`src/rtl/aha_deep_sleep_pkg.sv`:
```
// Shared types and widths for the deep-sleep controller and its cycle counter.
package aha_deep_sleep_pkg;

    localparam int STATE_W = 3;
    localparam int CNT_W   = 8;

    typedef enum logic [STATE_W-1:0] {
        ST_RUN      = 3'd0,
        ST_WIC_REQ  = 3'd1,
        ST_HOLD_REQ = 3'd2,
        ST_SLEEP    = 3'd3,
        ST_WAKE_CLK = 3'd4,
        ST_WAKE_REL = 3'd5
    } sleep_state_e;

endpackage

```
`src/rtl/aha_sleep_cycle_counter.sv`:
```
// Counts cycles spent in the current state; done flags the last cycle before
// the count would reach limit, so a state lasts exactly limit cycles.
module aha_sleep_cycle_counter
    import aha_deep_sleep_pkg::*;
(
    input  logic             clk,
    input  logic             rst_n,
    input  logic             clear,
    input  logic             enable,
    input  logic [CNT_W-1:0] limit,
    output logic             done
);

    logic [CNT_W-1:0] count;

    always_ff @(posedge clk) begin
        if (!rst_n) begin
            count <= '0;
        end else if (clear) begin
            count <= '0;
        end else if (enable) begin
            count <= count + CNT_W'(1);
        end
    end

    assign done = enable && (count == (limit - CNT_W'(1)));

endmodule

```
`src/rtl/aha_deep_sleep_ctrl.sv`:
```
// Deep-sleep entry/exit sequencer (WIC handshake, CPU hold, clock gate).
// Optional handshake timeout enabled by defining AHA_DEEP_SLEEP_TIMEOUT_EN.
module aha_deep_sleep_ctrl
    import aha_deep_sleep_pkg::*;
#(
    parameter int WAKE_DELAY  = 4,
    parameter int ACK_TIMEOUT = 255
) (
    input  logic               MASTER_CLK,
    input  logic               PORESETn,
    input  logic               SLEEP,
    input  logic               SLEEPDEEP,
    input  logic               DBGPWRUPREQ,
    input  logic               PMU_WAKEUP,
    input  logic               PMU_WIC_EN_ACK,
    input  logic               SLEEPHOLDACKn,
    output logic               PMU_WIC_EN_REQ,
    output logic               SLEEPHOLDREQn,
    output logic               CPU_GCLK_EN,
    output logic               DEEP_SLEEPING,
    output logic [STATE_W-1:0] SLEEP_STATE,
    output logic               TIMEOUT_ERR
);

    sleep_state_e     state, next_state;
    logic             nxt_wic_req, nxt_hold_n, nxt_gclk_en, nxt_deep;
    logic             qualify, abort_req, timeout_hit;
    logic             cnt_clear, cnt_enable, cnt_done;
    logic [CNT_W-1:0] cnt_limit;

    assign qualify   = SLEEP & SLEEPDEEP & ~DBGPWRUPREQ & ~PMU_WAKEUP;
    assign abort_req = ~SLEEPDEEP | PMU_WAKEUP | DBGPWRUPREQ;

`ifdef AHA_DEEP_SLEEP_TIMEOUT_EN
    logic waiting;
    assign waiting     = (state == ST_WIC_REQ) || (state == ST_HOLD_REQ) ||
                         (state == ST_WAKE_REL);
    assign timeout_hit = waiting & cnt_done;
    assign cnt_enable  = waiting || (state == ST_WAKE_CLK);
`else
    assign timeout_hit = 1'b0;
    assign cnt_enable  = (state == ST_WAKE_CLK);
`endif

    // One counter serves both the wake delay and the handshake timeout.
    assign cnt_limit = (state == ST_WAKE_CLK) ? CNT_W'(WAKE_DELAY) : CNT_W'(ACK_TIMEOUT);
    assign cnt_clear = (next_state != state);

    aha_sleep_cycle_counter u_counter (
        .clk    (MASTER_CLK),
        .rst_n  (PORESETn),
        .clear  (cnt_clear),
        .enable (cnt_enable),
        .limit  (cnt_limit),
        .done   (cnt_done)
    );

    always_comb begin
        next_state = state;
        case (state)
            ST_RUN:      if (qualify) next_state = ST_WIC_REQ;
            ST_WIC_REQ: begin
                if (abort_req || timeout_hit) next_state = ST_WAKE_REL;
                else if (PMU_WIC_EN_ACK)      next_state = ST_HOLD_REQ;
            end
            ST_HOLD_REQ: begin
                if (abort_req || timeout_hit) next_state = ST_WAKE_REL;
                else if (!SLEEPHOLDACKn)      next_state = ST_SLEEP;
            end
            ST_SLEEP:    if (PMU_WAKEUP || DBGPWRUPREQ) next_state = ST_WAKE_CLK;
            ST_WAKE_CLK: if (cnt_done) next_state = ST_WAKE_REL;
            ST_WAKE_REL: if (timeout_hit || !PMU_WIC_EN_ACK) next_state = ST_RUN;
            default:     next_state = ST_RUN;
        endcase

        // Outputs are decoded from next_state so they register alongside it.
        nxt_wic_req = (next_state == ST_WIC_REQ) || (next_state == ST_HOLD_REQ) ||
                      (next_state == ST_SLEEP)   || (next_state == ST_WAKE_CLK);
        nxt_hold_n  = !((next_state == ST_HOLD_REQ) || (next_state == ST_SLEEP) ||
                        (next_state == ST_WAKE_CLK));
        nxt_gclk_en = (next_state != ST_SLEEP);
        nxt_deep    = (next_state == ST_SLEEP);
    end

    always_ff @(posedge MASTER_CLK) begin
        if (!PORESETn) begin
            state          <= ST_RUN;
            PMU_WIC_EN_REQ <= 1'b0;
            SLEEPHOLDREQn  <= 1'b1;
            CPU_GCLK_EN    <= 1'b1;
            DEEP_SLEEPING  <= 1'b0;
        end else begin
            state          <= next_state;
            PMU_WIC_EN_REQ <= nxt_wic_req;
            SLEEPHOLDREQn  <= nxt_hold_n;
            CPU_GCLK_EN    <= nxt_gclk_en;
            DEEP_SLEEPING  <= nxt_deep;
        end
    end

    assign SLEEP_STATE = state;

`ifdef AHA_DEEP_SLEEP_TIMEOUT_EN
    always_ff @(posedge MASTER_CLK) begin
        if (!PORESETn) begin
            TIMEOUT_ERR <= 1'b0;
        end else if (timeout_hit) begin
            TIMEOUT_ERR <= 1'b1;
        end
    end
`else
    assign TIMEOUT_ERR = 1'b0;
`endif

endmodule
```
`config.mk`:
```
export PLATFORM = sky130hd
export DESIGN_NAME = aha_deep_sleep_ctrl
export DESIGN_NICKNAME = d
export VERILOG_FILES = /design/src/rtl/aha_deep_sleep_pkg.sv /design/src/rtl/aha_sleep_cycle_counter.sv /design/src/rtl/aha_deep_sleep_ctrl.sv
export SDC_FILE = /design/constraint.sdc
export NUM_CORES = 1
export LEC_CHECK = 0
export ABC_AREA = 1
export CAP_MARGIN = 5
export CORE_MARGIN = 1
export CORE_UTILIZATION = 55
export CTS_CLUSTER_SIZE = 24
export DETAILED_ROUTE_END_ITERATION = 16
export GPL_TIMING_DRIVEN = 1
export MAX_ROUTING_LAYER = met4
export PLACE_DENSITY = 0.92
export SKIP_CTS_REPAIR_TIMING = 1
export SYNTH_ARGS = -nofsm -noshare
export SYNTH_HDL_FRONTEND = slang
export SYNTH_HIERARCHICAL = 1
export SYNTH_SLANG_ARGS = --single-unit
```
`constraint.sdc`:
```
create_clock -name MASTER_CLK -period 5.7 [get_ports MASTER_CLK]
set_input_delay 1.14 -clock MASTER_CLK [delete_from_list [all_inputs] [get_ports MASTER_CLK]]
set_output_delay 1.14 -clock MASTER_CLK [all_outputs]
set_load 0.005 [all_outputs]
```
==> reports/metrics.yaml <==
run_status: "complete, no violations"
worst_ep_required_time_ns: 5.90
remaining_drc_errors: 0
timing.clock.skew_ns: 0.00213
fin_tns_setup_ns: 0
synth_largest_area_cell: "dfxtp_1"
power-per-cell-area_mw_per_mm2: 153
clk_pin_slew_worst_paths_ns: 0.09
pwr-share-clk_pct: 30.2
core_sq_mm: 0.00182
clk_path_buf_depth: 2
floorplan.io_pins: 16
cts_num_sinks: 15
drt-initial-drc-count: 58
ys_dominant_reg_cell: "dfxtp_1"
final_common_cell: "nand2_1"
rows: 15
synth_top_family_by_area: "simple AND/OR/NAND/NOR gates"
combinationalPowerShare_pct: 16.6
drive_above_1_share_pct: 12.7
max_h_tree_level: 1
holdCritPathClass: "register to register"
netSwitchingPower_mw: 0.0561
worst_skew_pair.late_latency_ns: 0.28
period_needed_ns: 3.42
wl_mm: 2.50
setup.worst_path.class: "register to register"
yosys.cell_types.count: 23
viasPerCell: 4.84
critPathMaxFanout: 22
synth-xor-area-share_pct: 2.35
global_route_wire_length_before_repair_mm: 3.93
grt_max_degree: 23
timing.final.hold_violations: 0
ir_worst_vdd_mv: 0.151
clock.fmax_mhz: 293
dp_hpwl_mm: 2.00
netlist_instances: 192
drv.max_cap_violation_count: 0
fin_crit_sh_pct: 59.9
final_max_slew_viol_count: 0
place.gp.congestion: 0.860
grt_setup_unrepaired: "no"
area_growth_pct: 18.1
worst_setup_path_start_kind: "register"
number_of_antenna_violations_at_the_first_check_in_global_routing: 0
synth_compound_area_share_pct: 3.80
first_global_vias: 1007
port_buffers: 14
crit_path_end_kind: "register"
clockRootBuffer: "clkbuf_4"
switching_share_pct: 27.7
postSynth.asyncResetShare_pct: 0
synth_top_cells_by_area: "dfxtp_1 27%, nand2_1 20%, inv_1 10%"
setup_viol: 0
synth-edff-count: 0
internal_pwr_total_mw: 0.147
num-fill-cells: 158
yosysWarnings: 6
syn_area_sq_mm: 0.00112
post_synth_adder_cell_area_pct: 2.23
layout.cells.most_common_list: "60 x nand2_1, 30 x inv_1, 27 x nor2_1, 15 x dfxtp_1"
yosys.area_share.simple_pct: 51.1
grt_overflow: 0
drt-pass1-iter-count: 4
wl_per_cell_microns: 10.5
fp.dieArea_sq_mm: 0.00222
slew_headroom_pct: 56.6
detailroute.via_count: 1147
floorplan.initialDensity_pct: 61.5
post-synth-top-area-fraction_pct: 26.8
ys_ff_latch: 15
grt_use_total_pct: 25.8
die_height_microns: 47.1
dpl_cell_area_sq_mm: 0.00129
syn_avg_cell_area_sq_um: 5.83
tritoncts: "done"
muxShareOfSynthArea_pct: 0
die_w_microns: 47.1
power.sequential.fraction_pct: 53.3
crit_arrival_ns: 3.62
synth-seq-area-share_pct: 26.8
layout.nets: 223
finish.instance_area_sq_mm: 0.00132
tritoncts.num_buffers: 3
num_antenna_cells: 0
ant_nets: 0
total_leakage_power_nw: 0.679
worstMarginPinSlew_ns: 0.650
## state kept, by name, summed over array words and instances (netlist names)
register         cells
u_counter/count      8
SLEEP_STATE          3
CPU_GCLK_EN          1
DEEP_SLEEPING        1
PMU_WIC_EN_REQ       1
SLEEPHOLDREQn        1
## area by class of cell
| class | count | area, sq um | share of cell area (%) |
|---|---|---|---|
| Multi-Input combinational cell | 142 | 684 | 51.8 |
| Sequential cell | 15 | 300 | 22.7 |
| Timing Repair Buffer | 14 | 140 | 10.6 |
| Inverter | 37 | 139 | 10.5 |
| Tap cell | 25 | 31.3 | 2.37 |
| Clock buffer | 3 | 22.5 | 1.70 |
| Clock inverter | 1 | 5.00 | 0.378 |
## routing by layer
layer  share of wire (%)  global-route usage, %  up-vias
li1                    -                      -      613
met1                  45                   30.8      509
met2                  51                   46.1       23
met3                 3.1                   1.15        2
met4                0.48                   8.57        0
met5                   0                      -        -
## worst paths after layout
| path | slack (ns) | to | start | depth (start not counted) |
|---|---|---|---|---|
| setup / recovery | 2.28 | u_counter/count[6] | SLEEP_STATE[0] | 21 |
| hold / removal | 0.54 | u_counter/count[3] | u_counter/count[3] | 2 |
| setup reg to reg | 2.28 | u_counter/count[6] | SLEEP_STATE[0] | 21 |
| hold reg to reg | 0.54 | u_counter/count[3] | u_counter/count[3] | 2 |
## metrics by stage
stage	std cells	power, mW	hold slack (ns)	util, %	worst slack [ns]
2_1_floorplan	195	0.131	0.497	-	2.88
3_3_place_gp	233	0.142	0.516	71.1	2.45
3_5_place_dp	233	0.143	0.530	71.1	2.34
4_1_cts	237	0.203	0.543	72.6	2.31
5_1_grt	237	0.212	0.586	72.6	1.96
6_report	237	0.203	0.544	72.6	2.28
## kinds of logic (layout without fill, tap and decap cells)
logic type	after synthesis	after routing
simple gates	125	125
flops	15	15
other cells	2	5
xor+xnor	3	3
buf+inv	38	55
compound gates	7	7
fa+ha+maj	2	2
## cell usage after synthesis (3+ instances only)
master,instances
nand2_1,60
inv_1,30
nor2_1,27
dfxtp_1,15
nand3_1,14
inv_2,6
nand2_2,6
nor3_1,5
nand3_2,4
a21oi_1,3
nand4_1,3
nor2_4,3
## critical path: stages (launching register included)
cell and delay [ns]:
dfxtp_1 0.46, nor2_1 0.10, nand2_1 0.50, inv_1 0.18, ha_1 0.35, nand2_1 0.07, nand3_1 0.07, nor2_1 0.10
nand2_1 0.06, nor2_1 0.11, nand3_1 0.08, nor2_1 0.09, nand3_1 0.08, nand2_1 0.07, inv_1 0.04, nand2_2 0.08
nor2_4 0.06, nand2_1 0.05, nand4_1 0.09, nor2_1 0.30, inv_1 0.16, nor3_1 0.23
## power groups by stage
stage	Combinational (mW)	Clock, mW	Sequential [mW]
after detailed placement	0.0329	0	0.110
final	0.0336	0.0612	0.108
after global routing	0.0379	0.0660	0.108
after global placement	0.0316	0	0.110
after floorplan	0.0209	0	0.110
after CTS	0.0331	0.0621	0.108
No activity file was read; power rests on OpenSTA's default activity.
